<file path="config.mk">
export PLATFORM = sky130hd
export DESIGN_NAME = mem_arbiter_flat
export DESIGN_NICKNAME = d
export VERILOG_FILES = /design/src/rtl/mem_arbiter_if.sv /design/src/rtl/mem_arbiter.sv /design/src/flat_wrapper.sv
export SDC_FILE = /design/constraint.sdc
export NUM_CORES = 1
export LEC_CHECK = 0
export BUFFER_PORTS_ARGS = -buffer_cell sky130_fd_sc_hd__buf_2
export CAP_MARGIN = 15
export CELL_PAD_IN_SITES_DETAIL_PLACEMENT = 0
export CELL_PAD_IN_SITES_GLOBAL_PLACEMENT = 1
export CORE_MARGIN = 2
export CORE_UTILIZATION = 35
export DETAILED_ROUTE_END_ITERATION = 10
export PLACE_DENSITY = 0.94
export SETUP_SLACK_MARGIN = 0.05
export SLEW_MARGIN = 20
export SYNTH_ARGS = -nofsm -noshare
export SYNTH_HDL_FRONTEND = slang
export SYNTH_SLANG_ARGS = --single-unit
</file>
<file path="constraint.sdc">
create_clock -name clk -period 3.3 [get_ports clk]
set_input_delay 0.33 -clock clk [delete_from_list [all_inputs] [get_ports clk]]
set_output_delay 0.33 -clock clk [all_outputs]
set_load 0.005 [all_outputs]
</file>
<file path="src/rtl/mem_arbiter_if.sv">
// Valid/ready memory port bundle shared by fetch, LSU and unified memory.
// The master modport is the requester side; slave is the responder side.
interface mem_arbiter_if;
    logic        m_valid;
    logic [31:0] m_addr;
    logic [31:0] m_wdata;
    logic [3:0]  m_wstrb;
    logic        s_ready;
    logic [31:0] s_rdata;

    modport master (
        output m_valid, m_addr, m_wdata, m_wstrb,
        input  s_ready, s_rdata
    );

    modport slave (
        input  m_valid, m_addr, m_wdata, m_wstrb,
        output s_ready, s_rdata
    );
endinterface

</file>
<file path="src/rtl/mem_arbiter.sv">
// Two-master (I/D) to one memory port arbiter with grant lock,
// round-robin or data-priority selection and a timeout watchdog.
module mem_arbiter #(
    parameter int D_PRIORITY  = 0,
    parameter int TIMEOUT_CYC = 256,
    parameter int TMO_W       = 16
) (
    input  logic                clk,
    input  logic                rst_n,
    mem_arbiter_if.slave        i_port,
    mem_arbiter_if.slave        d_port,
    mem_arbiter_if.master       mem_port,
    output logic                o_bus_err,
    output logic                o_busy
);

    typedef enum logic [1:0] {
        IDLE   = 2'd0,
        LOCK_I = 2'd1,
        LOCK_D = 2'd2
    } state_t;

    typedef struct packed {
        logic [31:0] addr;
        logic [31:0] wdata;
        logic [3:0]  wstrb;
    } req_t;

    localparam logic [TMO_W-1:0] TMO_LIM = TMO_W'(TIMEOUT_CYC);
    localparam logic             TMO_EN  = (TIMEOUT_CYC != 0);
    localparam logic             D_PRIO  = (D_PRIORITY != 0);

    state_t           state_q, state_d;
    logic             rr_last_q, rr_last_d;
    logic [TMO_W-1:0] cnt_q, cnt_d;
    req_t             req_q, req_d;

    req_t i_req, d_req, mem_req;
    logic any_req, gnt_d, own_d, done;
    logic mem_valid, i_rdy, d_rdy, tmo;

    assign i_req   = '{i_port.m_addr, i_port.m_wdata, i_port.m_wstrb};
    assign d_req   = '{d_port.m_addr, d_port.m_wdata, d_port.m_wstrb};
    assign any_req = i_port.m_valid | d_port.m_valid;

    // rr_last_q: 1 = D was served last, so I wins the next tie
    assign gnt_d = d_port.m_valid &
                   (~i_port.m_valid | D_PRIO | ~rr_last_q);
    assign own_d = (state_q == LOCK_D);

    always_comb begin
        state_d   = state_q;
        rr_last_d = rr_last_q;
        cnt_d     = cnt_q;
        req_d     = req_q;
        mem_valid = 1'b0;
        mem_req   = req_q;
        i_rdy     = 1'b0;
        d_rdy     = 1'b0;
        tmo       = 1'b0;
        done      = 1'b0;
        unique case (state_q)
            IDLE: begin
                mem_valid = any_req;
                mem_req   = gnt_d ? d_req : i_req;
                if (any_req) begin
                    if (mem_port.s_ready) begin
                        i_rdy     = ~gnt_d;
                        d_rdy     = gnt_d;
                        rr_last_d = gnt_d;
                    end else begin
                        req_d   = mem_req;
                        state_d = gnt_d ? LOCK_D : LOCK_I;
                        cnt_d   = TMO_W'(1);
                    end
                end
            end
            LOCK_I, LOCK_D: begin
                // a late ready in the compare cycle wins over the abort
                tmo       = TMO_EN & (cnt_q == TMO_LIM) &
                            ~mem_port.s_ready;
                mem_valid = ~tmo;
                done      = mem_port.s_ready | tmo;
                if (done) begin
                    i_rdy     = ~own_d & i_port.m_valid;
                    d_rdy     = own_d & d_port.m_valid;
                    rr_last_d = own_d;
                    state_d   = IDLE;
                    cnt_d     = '0;
                end else begin
                    cnt_d = cnt_q + 1'b1;
                end
            end
            default: begin
                state_d = IDLE;
                cnt_d   = '0;
            end
        endcase
    end

    always_ff @(posedge clk or negedge rst_n) begin
        if (!rst_n) begin
            state_q   <= IDLE;
            rr_last_q <= 1'b0;
            cnt_q     <= '0;
            req_q     <= '0;
        end else begin
            state_q   <= state_d;
            rr_last_q <= rr_last_d;
            cnt_q     <= cnt_d;
            req_q     <= req_d;
        end
    end

    // every output is forced low while reset is held, comb paths included
    assign mem_port.m_valid = rst_n & mem_valid;
    assign mem_port.m_addr  = rst_n ? mem_req.addr  : '0;
    assign mem_port.m_wdata = rst_n ? mem_req.wdata : '0;
    assign mem_port.m_wstrb = rst_n ? mem_req.wstrb : '0;

    assign i_port.s_ready = rst_n & i_rdy;
    assign d_port.s_ready = rst_n & d_rdy;
    assign i_port.s_rdata = (rst_n && !tmo) ? mem_port.s_rdata : '0;
    assign d_port.s_rdata = (rst_n && !tmo) ? mem_port.s_rdata : '0;

    assign o_bus_err = rst_n & tmo;
    assign o_busy    = rst_n & (state_q != IDLE);

endmodule

</file>
<file path="src/flat_wrapper.sv">
// flat-port wrapper written by rule: the top's interface ports become plain ports
module mem_arbiter_flat 
#(
    parameter int D_PRIORITY  = 0,
    parameter int TIMEOUT_CYC = 256,
    parameter int TMO_W       = 16
)
  (clk, rst_n, o_bus_err, o_busy, i_port_m_valid, i_port_m_addr, i_port_m_wdata, i_port_m_wstrb, i_port_s_ready, i_port_s_rdata, d_port_m_valid, d_port_m_addr, d_port_m_wdata, d_port_m_wstrb, d_port_s_ready, d_port_s_rdata, mem_port_m_valid, mem_port_m_addr, mem_port_m_wdata, mem_port_m_wstrb, mem_port_s_ready, mem_port_s_rdata);
  mem_arbiter_if i_port_i ();
  mem_arbiter_if d_port_i ();
  mem_arbiter_if mem_port_i ();
  input  logic clk;
  input  logic rst_n;
  output logic o_bus_err;
  output logic o_busy;
  input wire logic [$bits(i_port_i.m_valid)-1:0] i_port_m_valid;
  input wire logic [$bits(i_port_i.m_addr)-1:0] i_port_m_addr;
  input wire logic [$bits(i_port_i.m_wdata)-1:0] i_port_m_wdata;
  input wire logic [$bits(i_port_i.m_wstrb)-1:0] i_port_m_wstrb;
  output wire logic [$bits(i_port_i.s_ready)-1:0] i_port_s_ready;
  output wire logic [$bits(i_port_i.s_rdata)-1:0] i_port_s_rdata;
  input wire logic [$bits(d_port_i.m_valid)-1:0] d_port_m_valid;
  input wire logic [$bits(d_port_i.m_addr)-1:0] d_port_m_addr;
  input wire logic [$bits(d_port_i.m_wdata)-1:0] d_port_m_wdata;
  input wire logic [$bits(d_port_i.m_wstrb)-1:0] d_port_m_wstrb;
  output wire logic [$bits(d_port_i.s_ready)-1:0] d_port_s_ready;
  output wire logic [$bits(d_port_i.s_rdata)-1:0] d_port_s_rdata;
  output wire logic [$bits(mem_port_i.m_valid)-1:0] mem_port_m_valid;
  output wire logic [$bits(mem_port_i.m_addr)-1:0] mem_port_m_addr;
  output wire logic [$bits(mem_port_i.m_wdata)-1:0] mem_port_m_wdata;
  output wire logic [$bits(mem_port_i.m_wstrb)-1:0] mem_port_m_wstrb;
  input wire logic [$bits(mem_port_i.s_ready)-1:0] mem_port_s_ready;
  input wire logic [$bits(mem_port_i.s_rdata)-1:0] mem_port_s_rdata;
  assign i_port_i.m_valid = i_port_m_valid;
  assign i_port_i.m_addr = i_port_m_addr;
  assign i_port_i.m_wdata = i_port_m_wdata;
  assign i_port_i.m_wstrb = i_port_m_wstrb;
  assign i_port_s_ready = i_port_i.s_ready;
  assign i_port_s_rdata = i_port_i.s_rdata;
  assign d_port_i.m_valid = d_port_m_valid;
  assign d_port_i.m_addr = d_port_m_addr;
  assign d_port_i.m_wdata = d_port_m_wdata;
  assign d_port_i.m_wstrb = d_port_m_wstrb;
  assign d_port_s_ready = d_port_i.s_ready;
  assign d_port_s_rdata = d_port_i.s_rdata;
  assign mem_port_m_valid = mem_port_i.m_valid;
  assign mem_port_m_addr = mem_port_i.m_addr;
  assign mem_port_m_wdata = mem_port_i.m_wdata;
  assign mem_port_m_wstrb = mem_port_i.m_wstrb;
  assign mem_port_i.s_ready = mem_port_s_ready;
  assign mem_port_i.s_rdata = mem_port_s_rdata;
  mem_arbiter #(.D_PRIORITY(D_PRIORITY), .TIMEOUT_CYC(TIMEOUT_CYC), .TMO_W(TMO_W)) u_core (.clk(clk), .rst_n(rst_n), .i_port(i_port_i), .d_port(d_port_i), .mem_port(mem_port_i), .o_bus_err(o_bus_err), .o_busy(o_busy));
endmodule
</file>
==> impl_metrics.csv <==
group,metric,value,unit
sta,rsz0062_at_grt,"no",
detailed_routing,met2_length,7.34,mm
critical_path,timing.critical_path.slowest_cell_delay,0.71,ns
detailed_routing,m1WireLength,7.22,mm
cells_and_area,antenna-diode-count,0,
critical_path,setup.worst_path.start,"u_core.cnt_q[0]",
outcome,status,"complete, no violations",
critical_path,crit_slowest_cell,"sky130_fd_sc_hd__o31a_1",
sta,fin_crit_sh,84.1,%
synth,mappedNetlistNets,867,
floorplan,floorplan.initialDensity,35.4,%
global_route,pin_count_of_the_biggest_net_entering_global_routing,117,
synth,post_synthesis_compound_gate_area_fraction,22.0,%
place,hpwl,11.6,mm
global_route,globalRouteTotalUtil,16.8,%
worst_hold_path,hold_class,"input pin to register",
critical_path,cp_cell_sequence,"inv_1 -> ha_1 -> nor4b_2 -> nand4_1 -> o31a_1 -> and2_1 -> buf_2",
synth,yosysUniqueCellTypes,47,
synth,yosysWarnings,0,
pwr,seq_power_share,33.1,%
sta,tightestPinTransition,0.868,ns
pwr,power_frac_comb,46.8,%
detailed_routing,count_of_tritonroute_iterations_in_the_first_routing_pass,4,
global_route,globalRouteOverflowTotal,0,
cells_and_area,layout_common_cells,"sky130_fd_sc_hd__buf_2, sky130_fd_sc_hd__dfrtp_1, sky130_fd_sc_hd__nand2_1",
pwr,switching_share,39.1,%
pwr,power_switching,0.00206,W
detailed_routing,vias,5653,
cts,cts_root_buffer,"sky130_fd_sc_hd__clkbuf_16",
flow_run,timing.max_cap.violations,0,
synth,muxShareOfSynthArea,12.4,%
sta,hold_viol_final,0,
floorplan,pin_count,310,
sta,final_max_slew_viol_count,0,
synth,post_synth_and_or_nand_nor_area_fraction,19.0,%
cts,clock_tree.htree_level_count,3,
detailed_routing,drcViolationCount,0,
critical_path,worst-path-stages,7,
synth,syn-cell-area,6040,µm²
detailed_routing,wl_per_cell,13.6,µm
pwr,power.static_leakage,4.26,nW
cells_and_area,area_growth_syn_to_layout,29.1,%
sta,worst_clock_skew_on_the_final_layout,0.00425,ns
cts,clock_latency,0.34,ns
floorplan,die_h,135,µm
floorplan,die-width,135,µm
sta,maxSlewHeadroom,42.1,%
critical_path,worst-r2r-cell-count,7,
critical_path,cp_data_required_time,2.97,ns
critical_path,critical_path.startpoint_type,"register",
synth,synth_sequential_area_ratio,36.0,%
synth,ys_seq_elements,87,
critical_path,timing.critical_path.to_type,"output port",
synth,synth_fa_ha_area_share,1.04,%
synth,combinational_family_with_the_most_area_after_synthesis,"compound AO/OA/AOI/OAI gates",
sta,fin_hold_ws,0.291,ns
global_route,antenna_found_initial,0,
cts,path_clk_slew,0.07,ns
detailed_routing,ant_nets,0,
critical_path,path_max_fanout,32,
sta,setup_total_negative_slack,0,ns
cells_and_area,drive_above_1_share,36.9,%
pwr,cellInternalPower,0.00322,W
global_route,grt_first_pass_wirelength,25.2,mm
floorplan,rows,48,
worst_hold_path,worstHoldStart,"i_port_m_addr[8]",
synth,cells_after_synth,689,
detailed_routing,drt_first_iter_violations,296,
sta,setup-violations-final,0,
place,port_buffers,309,
place,place.gp.congestion,0.819,
cts,tritoncts_clock_tree,"yes",
detailed_routing,highest_layer,"met4",
synth,post_synth.cell_area_avg,8.77,µm²
pwr,power.density,677,nW/µm²
cells_and_area,layout.filler_cells,1716,
critical_path,cp_top_family,"compound AO/OA/AOI/OAI gates",
synth,synth-xor-area-share,0,%
detailed_routing,detail_route.wirelength,15.8,mm
sta,achievable-frequency,360,MHz
cts,tritoncts.num_buffers,9,
floorplan,core-area,17100,µm²
worst_hold_path,min_path_cells,3,
critical_path,worst-endpoint-arrival,2.45,ns
cells_and_area,postLayoutCoreUtil,45.7,%
sta,period_needed,2.78,ns
critical_path,timing.setup.critical_path_class,"register to output port",
pwr,power_frac_clock,20.1,%
cells_and_area,mostFrequentLayoutCell,"sky130_fd_sc_hd__buf_2",
critical_path,worst_r2r_startpoint,"u_core.state_q[1]",
pwr,vdd.ir_drop.worst,0.392,mV
critical_path,critical_path_buf_inv_count,2,
cts,cts.sink_count,87,
detailed_routing,via_per_inst,4.87,
cells_and_area,final_net_count,1108,
detailed_routing,routed-wl-met3,934,µm
floorplan,die_area,18300,µm²
cts,cts_buffer_depth,2,
global_route,vias_in_the_first_global_route,5021,
metal layers:
metal / vias up / GRT usage, %
met3: 20 / 4.15
met5: - / 0
li1: 2884 / -
met2: 159 / 26.0
met1: 2590 / 23.2
met4: 0 / 5.21
synthesized netlist by cell type (all sizes together):
master / instances / share of area (%)
a21boi: 3 / 0.56
a21oi: 72 / 6.0
a221o: 1 / 0.17
a22oi: 1 / 0.12
a2bb2oi: 1 / 0.15
a31oi: 9 / 0.93
a32o: 1 / 0.17
and2: 34 / 3.5
and3: 3 / 0.31
and4: 4 / 0.58
buf: 55 / 6.6
clkbuf: 35 / 2.2
dfrtp: 87 / 36
ha: 5 / 1.0
inv: 12 / 0.75
mux2i: 75 / 12
nand2: 86 / 5.3
nand2b: 4 / 0.41
nand3: 13 / 1.1
nand3b: 2 / 0.25
nand4: 10 / 1.0
nor2: 73 / 4.6
nor2b: 2 / 0.21
nor3: 4 / 0.33
nor3b: 1 / 0.31
nor4: 2 / 0.21
nor4b: 2 / 0.50
o2111ai: 2 / 0.29
o211a: 68 / 11
o211ai: 3 / 0.37
o21ai: 6 / 0.50
o21bai: 1 / 0.31
o22ai: 5 / 0.52
o311ai: 1 / 0.15
o31a: 1 / 0.15
o32ai: 1 / 0.15
o41ai: 1 / 0.15
or2: 1 / 0.10
or3: 2 / 0.21
stage by stage:
step	instances	total power [W]	setup WS, ns	area (µm²)
2_1_floorplan	689	0.00344	1.33	6040
3_3_place_gp	1143	0.00420	1.00	7480
3_5_place_dp	1143	0.00426	0.931	7480
4_1_cts	1160	0.00535	0.539	7800
5_1_grt	1160	0.00574	0.269	7800
6_report	1160	0.00528	0.525	7800
logic make-up (layout without fill, tap and decap cells):
kind of cell / count (synthesis) / count (layout)
flip-flops: 87 / 87
multiplexers: 75 / 75
buffers and inverters: 102 / 348
adder cells (fa/ha/maj): 5 / 5
AO/OA/AOI/OAI: 177 / 177
AND/OR/NAND/NOR: 243 / 243
worst paths after layout:
path / end / slack (ns)
max: i_port_s_rdata[20] / 0.52
min: u_core.req_q[44] / 0.29
max reg2reg: u_core.cnt_q[5] / 1.29
min reg2reg: u_core.cnt_q[12] / 0.51
max in group asynchronous: u_core.req_q[63] / 2.12
min in group asynchronous: u_core.req_q[18] / 0.39
area by class of cell:
cell class	instances	area (µm²)	area share [%]
Clock buffer	10	239	3.06
Tap cell	225	282	3.61
Timing Repair Buffer	320	1680	21.5
Multi-Input combinational cell	500	3310	42.5
Inverter	12	45.0	0.577
Sequential cell	87	2180	27.9
Clock inverter	6	67.6	0.866
timing repair:
item                      in CTS  in global routing
resized for setup              0                  0
hold endpoints to repair       8                  0
setup buffers                  0                  0
hold buffers                   1                  0
registers in the layout, indices dropped and copies added, names as in the netlist:
signal,flops
u_core.req_q,68
u_core.state_q,2
u_core.rr_last_q,1
u_core.cnt_q,16
worst reg2reg max path: stages, from the launching register on:
cell	delay, ns
sky130_fd_sc_hd__dfrtp_1	0.37
sky130_fd_sc_hd__inv_1	0.09
sky130_fd_sc_hd__ha_4	0.31
sky130_fd_sc_hd__nor3b_4	0.18
sky130_fd_sc_hd__buf_4	0.23
sky130_fd_sc_hd__a21boi_4	0.28
sky130_fd_sc_hd__nand2_1	0.23
sky130_fd_sc_hd__o22ai_1	0.24
power by group through the flow:
stage | clock, W | combinational [W] | sequential [W]
final | 0.00106 | 0.00247 | 0.00175
after global routing | 0.00113 | 0.00281 | 0.00181
after floorplan | 0 | 0.00175 | 0.00169
after CTS | 0.00109 | 0.00251 | 0.00175
after detailed placement | 0 | 0.00251 | 0.00176
after global placement | 0 | 0.00246 | 0.00174
No activity file was read; power rests on OpenSTA's default activity.
